## config.mk

```make
export PLATFORM = sky130hd
export DESIGN_NAME = sd_pattern_detector
export DESIGN_NICKNAME = d
export VERILOG_FILES = /design/src/rtl/sd_pattern_detector.sv
export SDC_FILE = /design/constraint.sdc
export NUM_CORES = 1
export LEC_CHECK = 0
export BUFFER_PORTS_ARGS = -buffer_cell sky130_fd_sc_hd__buf_2
export CAP_MARGIN = 10
export CORE_MARGIN = 1
export CORE_UTILIZATION = 60
export DETAILED_ROUTE_END_ITERATION = 8
export PLACE_DENSITY = 0.83
export SKIP_LAST_GASP = 1
export SLEW_MARGIN = 20
export SYNTH_ARGS = -nofsm -noshare
export SYNTH_HDL_FRONTEND = slang
export SYNTH_SLANG_ARGS = --single-unit
```

## constraint.sdc

```tcl
create_clock -name clk -period 6.1 [get_ports clk]
set_input_delay 1.83 -clock clk [delete_from_list [all_inputs] [get_ports clk]]
set_output_delay 1.83 -clock clk [all_outputs]
set_load 0.01 [all_outputs]
```

## src/rtl/sd_pattern_detector.sv

```systemverilog
// Programmable serial sequence detector: matches a runtime-loaded 1..MAX_LEN bit
// pattern on a qualified serial stream, with overlap control and a saturating match counter.
module sd_pattern_detector #(
    parameter int                  MAX_LEN     = 8,
    parameter int                  CNT_W       = 8,
    parameter logic [MAX_LEN-1:0]  DEF_PATTERN = 8'b0000_0110,
    parameter int                  DEF_LEN     = 4,
    parameter bit                  DEF_OVERLAP = 1'b1,
    localparam int                 LEN_W       = $clog2(MAX_LEN) + 1
) (
    input  logic               clk,
    input  logic               reset_n,
    input  logic               din,
    input  logic               din_valid,
    input  logic               cfg_we,
    input  logic [MAX_LEN-1:0] cfg_pattern,
    input  logic [LEN_W-1:0]   cfg_len,
    input  logic               cfg_overlap,
    input  logic               clr_count,
    output logic               dout,
    output logic [3:0]         led,
    output logic [CNT_W-1:0]   match_count
);

    logic [MAX_LEN-1:0] hist, pat, shifted, mask;
    logic [LEN_W-1:0]   len, fill, len_clamped, fill_next;
    logic               ovl, accept, hit;
    logic [3:0]         pat4;

    always_comb begin
        shifted = {hist[MAX_LEN-2:0], din};
        mask    = '0;
        for (int i = 0; i < MAX_LEN; i++)
            mask[i] = (LEN_W'(i) < len);
        accept = din_valid && !cfg_we;
        // Bits above len are don't-care, so only the masked window is compared.
        hit = accept && (len != '0) && (fill >= len - LEN_W'(1)) &&
              (((shifted ^ pat) & mask) == '0);
        len_clamped = (cfg_len > LEN_W'(MAX_LEN)) ? LEN_W'(MAX_LEN) : cfg_len;
        fill_next   = (fill >= len) ? len : fill + LEN_W'(1);
        pat4 = '0;
        for (int i = 0; i < 4 && i < MAX_LEN; i++)
            pat4[i] = pat[i];
    end

    always_ff @(posedge clk or negedge reset_n) begin
        if (!reset_n) begin
            pat  <= DEF_PATTERN;
            len  <= LEN_W'(DEF_LEN);
            ovl  <= DEF_OVERLAP;
            hist <= '0;
            fill <= '0;
        end else if (cfg_we) begin
            pat  <= cfg_pattern;
            len  <= len_clamped;
            ovl  <= cfg_overlap;
            hist <= '0;
            fill <= '0;
        end else if (accept) begin
            hist <= shifted;
            if (hit)
                fill <= ovl ? fill : '0;
            else
                fill <= fill_next;
        end
    end

    always_ff @(posedge clk or negedge reset_n) begin
        if (!reset_n) begin
            dout        <= 1'b0;
            led         <= '0;
            match_count <= '0;
        end else begin
            dout <= hit;
            led  <= hit ? pat4 : 4'b0;
            // A clear that coincides with a match still counts that match.
            if (hit) begin
                if (clr_count)
                    match_count <= CNT_W'(1);
                else if (match_count != '1)
                    match_count <= match_count + CNT_W'(1);
            end else if (clr_count) begin
                match_count <= '0;
            end
        end
    end

endmodule

```

==> summary.txt <==
Outcome
  • Status: finished, final reports clean

Flow run
  • Max_cap viols: 0

Clock network
  • Num CTS Buffers: 5
  • Worst skew pair latency: 0.36 ns
  • Clk slew on worst S/H paths: 0.12 ns
  • Hold-fix buffers, CTS: 0
  • Number of setup buffers added after CTS: 0
  • Clock Path Buffers: 2
  • Root Driver: clkbuf_4
  • Sink Count: 37
  • Post_cts resized: 0
  • TritonCTS clock tree: built
  • H-tree lvl count: 2

Worst setup path
  • Setup crit start kind: input pin
  • CP required: 6.36 ns
  • Critical Setup Path Class: input pin to register
  • Delay of the slowest critical-path stage: 0.61 ns
  • Crit-path cells: buf_2 -> nand2b_1 -> a21oi_1 -> nor4b_4 -> and2_1 -> nand3_1 -> mux2_4
  • Critical-path top delay cell: and2_1
  • Crit end category: register
  • Worst EP arrival: 4.01 ns
  • CP max FO: 30

STA
  • RSZ-0062 raised after global routing: no
  • Clock Skew: 0.01326 ns
  • Period utilisation layout: 0.6142
  • Worst hold slack: 0.5447 ns
  • Setup_tns: 0 ns
  • Worst slew margin: 0.4263
  • Slew Limit Fails: 0
  • Final Hold Vio Count: 0
  • Min cycle time layout: 3.747 ns
  • Fmax: 0.2669 GHz
  • Final Setup Violations: 0
  • Slew @ Worst Pin: 0.8540 ns

Floorplanning
  • Die ar.: 3804 sq um
  • Core area: 3363 sq um
  • Top Ports: 32
  • Row cnt: 21
  • Die height: 61.68 um
  • Initial Utilization: 0.6354
  • Die width: 61.68 um

Global routing
  • Initial antenna violation count: 0
  • Tot GR Track Use: 0.2340
  • Grt ovf: 0
  • First-pass GRT wire length: 6334 um
  • Pin count of the biggest net entering global routing: 38
  • Vias in the first global route: 1369

Power and ir drop
  • Worst VDD drop: 0.1879 mV
  • PD cells: 240.9 nW/um^2
  • Static leakage: 1.140 nW

Synth
  • Sequential-to-total area share from yosys stat: 0.4356
  • Yosys reg bits: 37
  • Synth warn: 0
  • Library cells used by synthesis: 42
  • Syn_nets: 231
  • Mean Syn Cell Area: 10.74 sq um
  • Mapped Cells: 199
  • Synth Cell Area: 2137 sq um

Detailed routing
  • Vias: 1549
  • Final antenna-violating net count: 0
  • TritonRoute pass-1 iters: 5
  • Initial detailed-routing violation count: 62
  • DRC errors left: 0
  • Via-per-instance ratio: 5.633
  • WL final: 4014 um
  • WL/cell: 14.60 um

Cells and area
  • Non-Filler Instances: 275
  • Layout Nets: 260
  • Diodes inserted: 0
  • Area delta synth->final: 11.12%
  • Share of cells above drive strength 1: 0.2576

Placement
  • Hpwl dp: 2893 um
  • Placed insts: 267
  • Placer congestion estimate: 0.8228
  • Buffers on Ports: 31

Worst hold path
  • Hold crit path type: register to register
## cell usage in the layout (no fill, tap or decap), types with 6 or more instances in the layout
| cell type | count |
|---|---|
| buf_2 | 31 |
| nor3_1 | 6 |
| inv_1 | 9 |
| and3_1 | 7 |
| ha_1 | 13 |
| dfrtp_1 | 33 |
| mux2i_1 | 8 |
| nor2_1 | 18 |
| mux2_2 | 9 |
| xnor2_1 | 11 |
| nand2_1 | 13 |
| a21oi_1 | 8 |
## final cells by class
cell class              count  area, sq um
multi-input cells         144         1109
fillers                   262        988.4
flip-flops and latches     37        930.9
repair buffers             31        155.1
well taps                  46        57.56
clock buffers               6        51.30
clock inverters             2        37.54
inverters                   9        33.78
## stage by stage
step                  util  power (mW)  cell area, sq um  setup slack [ns]
floorplan                -      0.3641              2137             2.763
global placement    0.6797      0.3895              2286             2.057
detailed placement  0.6797      0.3937              2286             1.972
CTS                 0.7061      0.5768              2375             2.371
global route        0.7061      0.6036              2375             2.165
finish              0.7061      0.5722              2375             2.353
## path summary, 6_finish.rpt
kind,cells past startpoint,start,end,slack (ns)
worst max-delay path,7,cfg_we,match_count[7],2.35
worst min-delay path,1,pat[7],pat[7],0.54
worst max register to register,10,len[0],match_count[7],2.83
worst min register to register,1,pat[7],pat[7],0.54
max in group asynchronous,1,reset_n,pat[7],4.05
min in group asynchronous,1,reset_n,match_count[1],1.54
## worst max-delay path: cells and delay by family
kind                   cells  cell delay [ns]
AND/OR/NAND/NOR            4             1.43
multiplexers               1             0.33
buffers and inverters      1             0.27
AO/OA/AOI/OAI              1             0.14
## cells in the mapped netlist
master | instances | area (sq um)
a211o_1 | 1 | 8.760
a2111oi_0 | 1 | 8.760
and3_1 | 7 | 43.79
dfrtp_1 | 33 | 825.8
a31oi_1 | 1 | 6.260
a2111oi_2 | 1 | 15.01
ha_1 | 13 | 162.7
a21oi_1 | 8 | 40.04
nand2_1 | 13 | 48.80
a311oi_1 | 1 | 8.760
nor4b_4 | 1 | 23.77
a31o_1 | 1 | 8.760
nor2_1 | 18 | 67.56
nor2b_1 | 4 | 25.02
nand4_4 | 1 | 21.27
dfstp_2 | 4 | 105.1
o21ai_1 | 1 | 5.000
o311ai_1 | 3 | 26.28
buf_6 | 4 | 45.04
a41oi_1 | 1 | 8.760
nor3_1 | 6 | 30.03
mux2_4 | 2 | 30.03
mux2_2 | 9 | 101.4
a32o_1 | 1 | 10.01
o21a_1 | 2 | 15.01
xnor2_1 | 11 | 96.34
mux2i_1 | 8 | 80.08
nand2b_1 | 3 | 18.77
a41o_1 | 1 | 10.01
nand4b_1 | 3 | 26.28
o22ai_1 | 5 | 31.28
nand4_1 | 2 | 12.51
nand3_1 | 4 | 20.02
clkbuf_1 | 5 | 18.77
and2_1 | 3 | 18.77
and4_1 | 1 | 8.760
inv_1 | 9 | 33.78
o21ai_0 | 3 | 15.01
nor3b_2 | 1 | 12.51
a21o_1 | 1 | 7.510
nor3b_1 | 1 | 7.510
a2111oi_4 | 1 | 27.53
## metal layers
metal / wire [um] / global-route usage / vias up
li1: - / - / 771
met1: 2001 / 0.3378 / 738
met2: 1809 / 0.3487 / 36
met3: 163 / 0.06933 / 4
met4: 40 / 0.05397 / 0
met5: 0 / 0 / -
## report_power, final
group	switching (mW)	internal [mW]
registers	0.0180	0.260
logic	0.0608	0.0510
clock network	0.0847	0.0973
## sequential cells by signal, summed over array words and instances (netlist names)
register / flops
dout: 1
match_count: 8
fill: 4
pat: 8
hist: 7
led: 4
len: 4
ovl: 1
## cells by family (layout without fill, tap and decap cells)
group	after synthesis	in the layout	share of synthesized area
DFF	37	37	0.4356
xor gates and xnor gates	11	11	0.04508
and+or+nand+nor	68	68	0.1803
buffers and inverters	18	48	0.04567
muxes	19	19	0.09895
adders and majority gates	13	13	0.07611
AOI/OAI and AO/OA	33	33	0.1183
No activity file was read; power rests on OpenSTA's default activity.
